<file path="src/rtl/proj_fm_feeder.sv">
// proj_fm_feeder: write-side feeder for the double-buffered fragment memory; PROJ_FM_FEEDER_FLUSH_EN adds zero-pad flush
module proj_fm_feeder #(
    parameter int DATA_BITS      = 32,
    parameter int FM_BUFFER_SIZE = 16,
    parameter int KMER_LEN       = 4,
    parameter int CNT_W          = $clog2(FM_BUFFER_SIZE + 1)
) (
    input  logic                 clk,
    input  logic                 rst_n,
    input  logic                 in_valid,
    input  logic [DATA_BITS-1:0] in_data,
    output logic                 in_ready,
    output logic [DATA_BITS-1:0] out_wdata,
    output logic                 out_wvalid,
    output logic                 chg_idx,
    input  logic                 cons_done,
    input  logic                 flush,
    output logic [CNT_W-1:0]     word_cnt,
    output logic                 rd_busy,
    output logic                 err
);
    localparam int SW = $clog2(KMER_LEN + 1);

    typedef enum logic [1:0] {FILL, SETTLE, WAIT_RD, SWAP} state_t;

    state_t        state, state_nx;
    logic [SW-1:0] set_cnt;
    logic          pad, wr, last_wr, set_last, rd_free;

`ifdef PROJ_FM_FEEDER_FLUSH_EN
    logic flushing;
    assign pad = (state == FILL) && (flushing || (flush && word_cnt != '0));
`else
    logic unused_flush;
    assign unused_flush = flush;
    assign pad = 1'b0;
`endif

    assign in_ready = (state == FILL) && !pad;
    assign wr       = (in_valid && in_ready) || pad;
    assign last_wr  = wr && (word_cnt == CNT_W'(FM_BUFFER_SIZE - 1));
    assign set_last = set_cnt == SW'(KMER_LEN - 1);
    // a release arriving this cycle lets the swap go ahead on the next one
    assign rd_free  = !rd_busy || cons_done;
    assign chg_idx  = state == SWAP;

    always_comb begin
        state_nx = state;
        case (state)
            FILL:    state_nx = last_wr ? SETTLE : FILL;
            SETTLE:  state_nx = !set_last ? SETTLE : (rd_free ? SWAP : WAIT_RD);
            WAIT_RD: state_nx = rd_free ? SWAP : WAIT_RD;
            default: state_nx = FILL;
        endcase
    end

    always_ff @(posedge clk or negedge rst_n) begin
        if (!rst_n) begin
            state      <= FILL;
            set_cnt    <= '0;
            word_cnt   <= '0;
            out_wvalid <= 1'b0;
            out_wdata  <= '0;
            rd_busy    <= 1'b0;
            err        <= 1'b0;
        end else begin
            state      <= state_nx;
            set_cnt    <= (state == SETTLE) ? set_cnt + SW'(1) : '0;
            word_cnt   <= (state == SWAP) ? '0 : word_cnt + CNT_W'(wr);
            out_wvalid <= wr;
            if (wr)
                out_wdata <= pad ? '0 : in_data;
            rd_busy    <= (state == SWAP) || (rd_busy && !cons_done);
            err        <= err || (cons_done && !rd_busy && state != SWAP);
        end
    end

`ifdef PROJ_FM_FEEDER_FLUSH_EN
    always_ff @(posedge clk or negedge rst_n) begin
        if (!rst_n)
            flushing <= 1'b0;
        else
            flushing <= pad && !last_wr;
    end
`endif
endmodule

</file>
<file path="config.mk">
export PLATFORM = sky130hd
export DESIGN_NAME = proj_fm_feeder
export DESIGN_NICKNAME = d
export VERILOG_FILES = /design/src/rtl/proj_fm_feeder.sv
export SDC_FILE = /design/constraint.sdc
export NUM_CORES = 1
export LEC_CHECK = 0
export CAP_MARGIN = 20
export CELL_PAD_IN_SITES_DETAIL_PLACEMENT = 1
export CELL_PAD_IN_SITES_GLOBAL_PLACEMENT = 2
export CORE_AREA = 2 2 86 88
export CTS_BUF_LIST = sky130_fd_sc_hd__clkbuf_16
export CTS_CLUSTER_SIZE = 30
export DETAILED_ROUTE_END_ITERATION = 8
export DIE_AREA = 0 0 88 90
export PLACE_DENSITY = 0.78
export SYNTH_ARGS = -nofsm -noshare
export SYNTH_HDL_FRONTEND = slang
export SYNTH_SLANG_ARGS = --single-unit
</file>
<file path="constraint.sdc">
create_clock -name clk -period 1.83 [get_ports clk]
set_input_delay 0.366 -clock clk [delete_from_list [all_inputs] [get_ports clk]]
set_output_delay 0.366 -clock clk [all_outputs]
set_load 0.01 [all_outputs]
</file>
### After elaboration in Yosys (flattened, before gate mapping)

Index checks and enable logic that the tools add are counted.

* equal/unequal tests: 6
* multiplexer cells: 6
* reductions and logical operators: 11
* add/subtract/negate cells: 2

Operators with widths (number)
* $pmux 2 s3: 1
* $add 5x1->5: 1
* $eq 5x4->1 const B: 1
* $logic_and 1x1->1: 5
* $mux 5: 1
* $eq 2x2->1 const B: 2
* $add 3x1->3 const B: 1
* $eq 3x2->1 const B: 1
* $logic_or 1x1->1: 3
* $mux 3: 1
* $eq 2x1->1 const B: 1
* $logic_not 1->1: 2
* $logic_not 2->1: 1
* $mux 1: 2
* $mux 2: 1
* $ne 2x2->1 const B: 1

* output and inout bits: 42
* input bits: 37
* flip-flop bits (word level): 45
* logic and storage cells: 32

### Longest topological paths before layout

* depth after elaboration: 5
* depth in mapped cells: 9
* mapped depth without buffers: 7

### Least setup slack after synthesis

Ideal clock, no wire load.

* path kind: register to register
* start point: register state[0]
* end point: register word_cnt[4]
* period minus slack after synthesis: 1.760 ns
* setup time: 0.123 ns
* data required time: 1.707 ns
* data arrival time: 1.638 ns
* path buffers: 2
* slack: 0.070 ns
* stages on the path, launching flop included: 10
* cell sequence: dfrtp_1 -> nor2_2 -> and2_4 -> buf_6 -> buf_12 -> ha_1 -> ha_1 -> nand3_1 -> xor2_1 -> nor2_1

* cells in the longest elaborated chain, start to end: 4
* elaborated cells on any way between the ends: 5
* those cells by class: add/sub: 1; eq/ne: 1; mux: 1; reduce/logical: 2

Ends and longest elaborated chain
* start: declaration: RTL line 26 `state_t state, state_nx;`
* start signal: assignment: RTL line 67 `state <= state_nx;`
* $logic_not 2->1: RTL line 39 `assign in_ready = (state == FILL) && !pad;`
* named net in_ready: RTL line 12 `output logic in_ready,`
* $logic_and 1x1->1: RTL line 40 `assign wr = (in_valid && in_ready) || pad;`
* named net wr: RTL line 28 `logic pad, wr, last_wr, set_last, rd_free;`
* $add 5x1->5: RTL line 69 `word_cnt <= (state == SWAP) ? '0 : word_cnt + CNT_W'(wr);`
* $mux 5: RTL line 69
* end signal: assignment: RTL line 69
* end: declaration: RTL line 18 `output logic [CNT_W-1:0] word_cnt,`

The timed path passes the listed nets, and every way through them passes these cells.
A chain may end at the register's enable or synchronous reset.

### Worst setup path after layout

* start point: register word_cnt[2]
* end point: output port word_cnt[2]

No word-level cell between the ends.

==> impl_metrics.sql <==
INSERT INTO impl_metrics (metric_group, metric, value, unit) VALUES
('worst_hold_path', 'hold_crit_path_type', 'in -> async', ''),
('detailed_routing', 'initialDrtViolationCount', '31', ''),
('cts', 'tritoncts', 'done', ''),
('synthesis', 'synth_fa_ha_area_share', '2.65', '%'),
('cells_and_area', 'drive_above_1_share', '23.9', '%'),
('placed_design', 'place_hpwl', '2880', 'um'),
('power', 'p_leak', '1.28', 'nW'),
('synthesis', 'post_synth_most_frequent_cells', 'sky130_fd_sc_hd__dfrtp_1, sky130_fd_sc_hd__mux2_4, sky130_fd_sc_hd__nor2_1', ''),
('synthesis', 'synthSimpleGateAreaFrac', '5.23', '%'),
('grt', 'grt_usage', '11.1', '%'),
('detailed_routing', 'routed_wl', '4100', 'um'),
('synthesis', 'postSynthRegisterBits', '45', ''),
('synthesis', 'synth_xor_area_share', '1.39', '%'),
('cts', 'cts_buffers', '5', ''),
('synthesis', 'synthesis.instances', '116', ''),
('synthesis', 'share_of_yosys_cell_area_claimed_by_the_top_area_cell_type', '59.6', '%'),
('cts', 'ctsRootBufferMaster', 'sky130_fd_sc_hd__clkbuf_16', ''),
('timing', 'unrepaired_setup_endpoints_after_global_routing', 'false', ''),
('timing', 'timing.max_slew.rel_slack', '72.7', '%'),
('synthesis', 'number_of_synthesized_flops_with_an_enable_pin', '0', ''),
('synthesis', 'syn_nets', '157', ''),
('worst_setup_path', 'worst_setup_path_start_kind', 'flop', ''),
('worst_setup_path', 'timing.critical_path.slowest_stage_cell', 'sky130_fd_sc_hd__clkdlybuf4s50_1', ''),
('grt', 'grt-ovfl-total', '0', ''),
('worst_setup_path', 'critical_path.n_buffers_inverters', '1', ''),
('synthesis', 'ys.flop_type', 'sky130_fd_sc_hd__dfrtp_1', ''),
('cts', 'cts-hold-fix-buffers', '0', ''),
('detailed_routing', 'drt_drc_violations_left', '0', ''),
('cells_and_area', 'layout-area-overhead-vs-synth', '53.8', '%'),
('synthesis', 'yosys.cell_count.top_type', 'sky130_fd_sc_hd__dfrtp_1', ''),
('status', 'status', 'finished, final reports clean', ''),
('timing', 'setup_viol_count_final', '0', ''),
('run', 'drv_cap', '0', ''),
('worst_setup_path', 'worst_setup_path_end_kind', 'output pin', ''),
('timing', 'final.min_clock_period', '1.66', 'ns'),
('grt', 'grt_pass1_wl', '6920', 'um'),
('synthesis', 'post_synthesis_compound_gate_area_fraction', '1.72', '%'),
('placed_design', 'buffer_ports.inserted', '77', ''),
('floorplan', 'num_io_pins', '79', ''),
('worst_setup_path', 'critical_path.cell_chain', 'clkdlybuf4s50_1', ''),
('synthesis', 'yosys-mux-area-fraction', '24.8', '%'),
('cts', 'clock_tree.htree_level_count', '2', ''),
('detailed_routing', 'number_of_nets_with_antenna_violations_after_detailed_routing', '0', ''),
('cells_and_area', 'finalNetCount', '242', ''),
('detailed_routing', 'drt-vias-per-instance', '4.16', ''),
('timing', 'slew_violations', '0', ''),
('synthesis', 'synth-seq-area-share', '59.6', '%'),
('placed_design', 'place_ws', '0.0343', 'ns'),
('timing', 'timing.final.ws_setup', '0.168', 'ns'),
('worst_setup_path', 'cp_data_required_time', '1.46', 'ns'),
('timing', 'layout_worst_path_cycle_share', '90.8', '%'),
('synthesis', 'leading_area_contributor_after_synthesis', 'sky130_fd_sc_hd__dfrtp_1', ''),
('synthesis', 'postSynth.asyncResetShare', '100', '%'),
('floorplan', 'die_width', '88', 'um'),
('worst_setup_path', 'top_fanout_value_on_the_critical_path', '5', ''),
('synthesis', 'syn-cell-area', '0.00189', 'sq mm'),
('floorplan', 'die_height', '90', 'um'),
('detailed_routing', 'firstDrtPassIters', '3', ''),
('grt', 'grt_max_degree', '31', ''),
('synthesis', 'syn_avg_cell_area', '16.3', 'sq um'),
('floorplan', 'initial_core_util', '26.9', '%'),
('floorplan', 'core_region_area', '0.00702', 'sq mm'),
('cells_and_area', 'final_design_area_no_fill', '0.00291', 'sq mm'),
('detailed_routing', 'post_drt_wl_per_cell', '13.7', 'um'),
('placed_design', 'dpl_cell_area', '0.00277', 'sq mm'),
('cts', 'ctsLongestPathBuffers', '2', ''),
('timing', 'tns', '0', 'ns'),
('floorplan', 'dieArea', '0.00792', 'sq mm'),
('cts', 'clkSinkCount', '45', ''),
('worst_setup_path', 'critical_path.max_stage_delay', '0.58', 'ns'),
('cts', 'clk_pin_slew', '0.06', 'ns');
## repair_timing
action,4_1_cts,5_1_grt
resized for setup,2,1
endpoints found under the setup margin,2,1
buffers inserted,0,0
## cell type report
| class | instances | area (sq um) |
|---|---|---|
| clock inverters | 2 | 7.51 |
| clock buffers | 5 | 125 |
| inverters | 4 | 15.0 |
| fillers | 721 | 4120 |
| well taps | 99 | 124 |
| flip-flops and latches | 45 | 1130 |
| repair buffers | 82 | 830 |
| multi-input cells | 63 | 677 |
## cells in the final DEF, fill, tap and decap left out
cell,synthesis,routed
sky130_fd_sc_hd__nor2_2,1,1
sky130_fd_sc_hd__dlygate4sd2_1,0,1
sky130_fd_sc_hd__dfrtp_2,0,1
sky130_fd_sc_hd__clkdlybuf4s50_1,0,74
sky130_fd_sc_hd__inv_1,4,5
sky130_fd_sc_hd__o21ai_0,3,3
sky130_fd_sc_hd__a31o_2,1,1
sky130_fd_sc_hd__and2_4,1,1
sky130_fd_sc_hd__clkbuf_16,0,5
sky130_fd_sc_hd__nand4b_1,1,1
sky130_fd_sc_hd__nor2_1,5,5
sky130_fd_sc_hd__dfrtp_1,45,44
sky130_fd_sc_hd__xor2_1,2,2
sky130_fd_sc_hd__and2_1,2,2
sky130_fd_sc_hd__and3_1,1,1
sky130_fd_sc_hd__clkinv_1,0,1
sky130_fd_sc_hd__buf_4,0,3
sky130_fd_sc_hd__nand2_1,4,4
sky130_fd_sc_hd__buf_12,3,2
sky130_fd_sc_hd__ha_1,4,4
sky130_fd_sc_hd__nand3_1,3,3
sky130_fd_sc_hd__mux2_2,3,3
sky130_fd_sc_hd__mux2_4,29,29
sky130_fd_sc_hd__xnor2_1,1,1
sky130_fd_sc_hd__dlymetal6s2s_1,0,1
sky130_fd_sc_hd__buf_2,0,1
sky130_fd_sc_hd__a211o_1,1,1
sky130_fd_sc_hd__and3_2,1,1
## state kept, by name, indices dropped and copies added, names as in the netlist
name        cells
out_wdata      32
word_cnt        5
out_wvalid      1
err             1
rd_busy         1
set_cnt         3
state           2
## cell families after synthesis
| family | Yosys count |
|---|---|
| and+or+nand+nor | 19 |
| muxes | 32 |
| adders and majority gates | 4 |
| xor gates and xnor gates | 3 |
| buffers and inverters | 8 |
| DFF | 45 |
| AOI/OAI and AO/OA | 5 |
## stage by stage
step           total power (W)  utilization (%)  cells  hold slack [ns]
6_report               0.00500             41.4    300           0.0114
5_1_grt                0.00535             41.4    300           0.0356
4_1_cts                0.00509             41.3    300           0.0236
3_5_place_dp           0.00421             39.5    293            0.322
3_3_place_gp           0.00418             39.5    293            0.320
2_1_floorplan          0.00305                -    116           0.0704
## metal layers
metal | wire length, um | vias up | track usage [%]
met1 | 1850 | 629 | 14.4
met2 | 1850 | 50 | 17.0
met4 | 37 | 0 | 2.31
met3 | 358 | 6 | 5.14
met5 | 0 | - | 0
li1 | - | 562 | -
## power by group
group / total (W) / leakage (nW) / internal, W / switching [W]
clock: 0.000841 / 0.0685 / 0.000489 / 0.000352
sequential: 0.00180 / 0.531 / 0.00149 / 0.000311
combinational: 0.00237 / 0.678 / 0.00156 / 0.000811
total: 0.00500 / 1.28 / 0.00353 / 0.00147
## worst paths after layout
kind | start | endpoint | slack, ns | depth (start not counted)
min in group clk | set_cnt[0] | set_cnt[0] | 0.43 | 1
max in group asynchronous | rst_n | state[0] | 1.30 | 2
setup / recovery | word_cnt[2] | word_cnt[2] | 0.17 | 1
setup reg to reg | state[0] | word_cnt[4] | 0.29 | 7
hold / removal | rst_n | out_wdata[30] | 0.01 | 1
hold reg to reg | set_cnt[0] | set_cnt[0] | 0.43 | 1
No activity file was read; power rests on OpenSTA's default activity.
